--- src/rtl/step_clock.sv ---
// Step sequencer clock: divides clk by max(period,2) into step ticks and walks a
// 4-bit step counter that loops from 0 to last_step. The FSM state is visible on running.
module step_clock #(
  parameter int PERIOD_W = 24
) (
  input  logic                clk,
  input  logic                rst_n,
  input  logic                run,
  input  logic                restart,
  input  logic [PERIOD_W-1:0] period,
  input  logic [3:0]          last_step,
  output logic [3:0]          counter,
  output logic                step_tick,
  output logic                running
);

  typedef enum logic {
    STOPPED = 1'b0,
    RUNNING = 1'b1
  } state_t;

  state_t              state_q, state_d;
  logic [PERIOD_W-1:0] div_q, div_d;
  logic [PERIOD_W-1:0] p_m1;
  logic [3:0]          counter_q, counter_d;
  logic [3:0]          counter_inc;
  logic                tick_q, tick_d;

  // Terminal divider count; periods 0 and 1 behave as 2.
  assign p_m1 = (period < PERIOD_W'(2)) ? PERIOD_W'(1) : period - PERIOD_W'(1);

  // Using >= also handles a last_step lowered below the current counter.
  assign counter_inc = (counter_q >= last_step) ? 4'd0 : counter_q + 4'd1;

  always_comb begin
    state_d   = state_q;
    div_d     = div_q;
    counter_d = counter_q;
    tick_d    = 1'b0;
    if (restart) begin
      state_d   = run ? RUNNING : STOPPED;
      counter_d = 4'd0;
      div_d     = '0;
      // Back-to-back ticks are never emitted, so a restart landing right after a tick stays silent.
      tick_d    = run && !tick_q;
    end else begin
      case (state_q)
        STOPPED: begin
          div_d = '0;
          if (run) begin
            state_d = RUNNING;
            tick_d  = 1'b1;
          end
        end
        RUNNING: begin
          if (!run) begin
            state_d = STOPPED;
            div_d   = '0;
          end else if (div_q >= p_m1) begin
            div_d     = '0;
            tick_d    = 1'b1;
            counter_d = counter_inc;
          end else begin
            div_d = div_q + PERIOD_W'(1);
          end
        end
        default: state_d = STOPPED;
      endcase
    end
  end

  always_ff @(posedge clk) begin
    if (!rst_n) begin
      state_q   <= STOPPED;
      div_q     <= '0;
      counter_q <= 4'd0;
      tick_q    <= 1'b0;
    end else begin
      state_q   <= state_d;
      div_q     <= div_d;
      counter_q <= counter_d;
      tick_q    <= tick_d;
    end
  end

  assign counter   = counter_q;
  assign step_tick = tick_q;
  assign running   = (state_q == RUNNING);

endmodule

--- config.mk ---
export PLATFORM = sky130hd
export DESIGN_NAME = step_clock
export DESIGN_NICKNAME = d
export VERILOG_FILES = /design/src/rtl/step_clock.sv
export SDC_FILE = /design/constraint.sdc
export NUM_CORES = 1
export LEC_CHECK = 0
export BUFFER_PORTS_ARGS = -buffer_cell sky130_fd_sc_hd__buf_4
export CELL_PAD_IN_SITES_DETAIL_PLACEMENT = 1
export CELL_PAD_IN_SITES_GLOBAL_PLACEMENT = 1
export CORE_MARGIN = 1
export CORE_UTILIZATION = 45
export DETAILED_ROUTE_END_ITERATION = 12
export GPL_TIMING_DRIVEN = 0
export MAX_ROUTING_LAYER = met4
export PLACE_DENSITY = 0.94
export SYNTH_ARGS = -nofsm -noshare
export SYNTH_HDL_FRONTEND = slang
export SYNTH_SLANG_ARGS = --single-unit
--- constraint.sdc ---
create_clock -name clk -period 13.9 [get_ports clk]
set_input_delay 2.78 -clock clk [delete_from_list [all_inputs] [get_ports clk]]
set_output_delay 2.78 -clock clk [all_outputs]
set_load 0.03 [all_outputs]
==> results by group <==
Drt
  – Iter 0 DRT Violations: between 50 and 60
  – 1st-pass router iterations: 4
  – Vias after detailed routing: between 2000 and 2500
  – ANT nets after route: 0
  – Vias per cell: 5.63
  – WL per Instance: between 15 and 20 µm
  – Detailed Route WL: roughly 6.8 mm
  – # DRC: 0

STA
  – Max_slew headroom: approximately 36%
  – Total negative slack: 0 ns
  – Period Utilization, post-route: between 40% and 50%
  – Final worst setup slack: between 7 and 8 ns
  – # setup viols final: 0
  – Pins Over Slew Limit: 0
  – Final Hold Viols: 0
  – Max frequency: 149 MHz
  – Worst hold margin: approximately 0.47 ns
  – RSZ-0062 raised after global routing: false
  – Clk_skew: approximately 0.003 ns
  – Slew at the pin closest to its max-slew limit: ~0.95 ns
  – Tmin final: around 6.7 ns

Worst setup path
  – Crit path largest cell delay: between 0.8 and 0.9 ns
  – Worst setup SP type: input port
  – Max stage delay cell, worst path: nor4_1
  – Critical path, cell by cell: buf_4 > nor4_1 > nand2_1 > nor4_1 > xor2_1 > nand2_1 > ha_1 > and2_0 > a221o_1 > a221o_1 > or2_4 > or4b_4 > buf_6 > buf_6 > nor2_1
  – Max FO, Critical Path: 10
  – Critical Path End Type: flop
  – Worst EP required: 14.12 ns
  – Crit Path Class: in -> reg
  – Crit path DAT: about 7.0 ns

GRT
  – Gr usage total: 27.0%
  – Largest net degree at the start of global routing: 11
  – Vias in the first global route: roughly 2400
  – First-pass GRT wire length: roughly 11 mm
  – Total global routing overflow: 0
  – Initial antenna violation count: 0

Clock tree
  – Clock root buffer: clkbuf_8
  – H-tree depth: 2
  – CTS tree: yes
  – Post-CTS Resized: 0
  – Hold_buf cts: 0
  – Clk buf depth: 2
  – Clock slew at reported path FFs: 0.07 ns
  – CTS Sinks: 30
  – Skew-Pair Late Insertion Delay: between 0.2 and 0.3 ns
  – CTS Buf Count: 5
  – Post-CTS Setup Bufs: 0

Synth
  – Yosys reg bits: 30
  – Unique cell type count in the Yosys netlist: 44
  – Net Count, Synth: between 300 and 400
  – Gate Count Post-Synth: around 300
  – Post-synth EDFFs: 0
  – Seq/Total Area, Yosys: 24.8%
  – Mean area per synthesized cell: 7.90 µm²
  – YS warnings: 0
  – Synth Flop Type: dfxtp_1
  – Ys async rst share: 0%
  – Synthesized area: 2420 µm²

Die
  – Core box area: around 5000 µm²
  – Initial Util: a little under half
  – Num ports: 38
  – FP Rows: 26
  – Die Height: about 75 µm
  – Die area: ~5700 µm²
  – Die Wd: 75.4 µm

Placement
  – GP Congestion: about 0.83
  – PortBufs: 37
  – Dpl hpwl: between 5 and 6 mm
  – Dpl ws: between 6 and 7 ns
  – Post-DP Area: about 2800 µm²

Layout
  – Commonest non-fill, non-tap cell in the layout: nand2_1
  – Number of inserted diodes: 0
  – Final net count: roughly 410
  – Layout cells sized above 1: between 10% and 20%
  – Post-Route Utilization: between 50% and 60%
  – Area growth from synthesis to layout: 19.6%
  – Final Cell Area: about 2900 µm²
  – Most frequent cells in the layout: 45 x nand2_1, 38 x nor2_1, 37 x buf_4, 31 x ha_1, 30 x dfxtp_1

Run status
  – Status: completed

Run
  – MaxCap Viol Count: 0

Hold path
  – HP Class: reg -> reg

Power and ir drop
  – Peak VDD IR: 0.0415 mV
  – Pwr per Cell Area: roughly 70 nW/µm²
  – Leakage power: roughly 0.0013 µW
[through the flow]
stage                     cells  total power, µW
after floorplan             307              101
after global placement      414              114
after detailed placement    414              115
after CTS                   422              202
after global routing        422              209
final                       422              201
[power breakdown]
group	switching (µW)	total [µW]	internal, µW
Clock	34.9	87.6	52.7
Combinational	13.9	27.1	13.1
Sequential	0.343	86.7	86.3
Total	49.2	201	152
[Yosys cell counts, drive strengths merged (3+ instances only)]
master	count	area, µm²
and4	4	36.3
buf	3	37.5
nor2	41	161
inv	13	48.8
nand3	16	80.1
a21oi	10	50.1
nand4	8	50.1
and2	4	26.3
o21ai	6	30.0
nor3	10	50.1
xor2	25	219
a21o	3	22.5
nor2b	3	18.8
and3	4	25.0
dfxtp	30	601
xnor2	15	131
nand2b	6	37.5
ha	31	388
nand2	45	169
nor4	6	37.5
[layer usage]
layer | vias up | GRT usage (%) | routed length [µm]
li1 | 1159 | - | -
met1 | 1146 | 30.5 | 2950
met2 | 55 | 46.6 | 3480
met3 | 16 | 4.23 | 198
met4 | 0 | 13.0 | 186
met5 | - | - | 0
[path summary, 6_finish.rpt]
check	startpoint	to	slack [ns]	depth (start not counted)
setup / recovery	period[3]	div_q[6]$_SDFF_PP0_	7.17	15
hold / removal	step_tick$_SDFF_PN0_	step_tick$_SDFF_PN0_	0.47	1
setup reg to reg	div_q[11]$_SDFF_PP0_	div_q[6]$_SDFF_PP0_	11.02	9
hold reg to reg	step_tick$_SDFF_PN0_	step_tick$_SDFF_PN0_	0.47	1
[sequential cells by signal, summed over array words and instances (netlist names)]
register	flops
step_tick	1
counter	4
div_q	24
running	1
[worst max-delay path: cells and delay by family]
family / cells / cell delay [ns]
AOI/OAI and AO/OA: 2 / 0.71
xor gates and xnor gates: 1 / 0.19
adders and majority gates: 1 / 0.31
buffers and inverters: 3 / 0.42
and+or+nand+nor: 8 / 2.54
[kinds of logic after synthesis]
logic type | after synthesis | share of synthesized area, %
buffers and inverters | 18 | 3.87
adders and majority gates | 31 | 16.0
DFF | 30 | 24.8
AOI/OAI and AO/OA | 34 | 9.55
xor gates and xnor gates | 40 | 14.4
muxes | 3 | 1.29
and+or+nand+nor | 151 | 30.1
[cell type report]
class                           instances  area (µm²)
Buffer                                  5        45.0
Clock buffer                            5        68.8
Clock inverter                          3        40.0
Fill cell                             655        2240
Inverter                               13        48.8
Multi-Input combinational cell        259        1730
Sequential cell                        30         601
Tap cell                               70        87.6
Timing Repair Buffer                   37         278
Power figures use the tool's default switching activity.
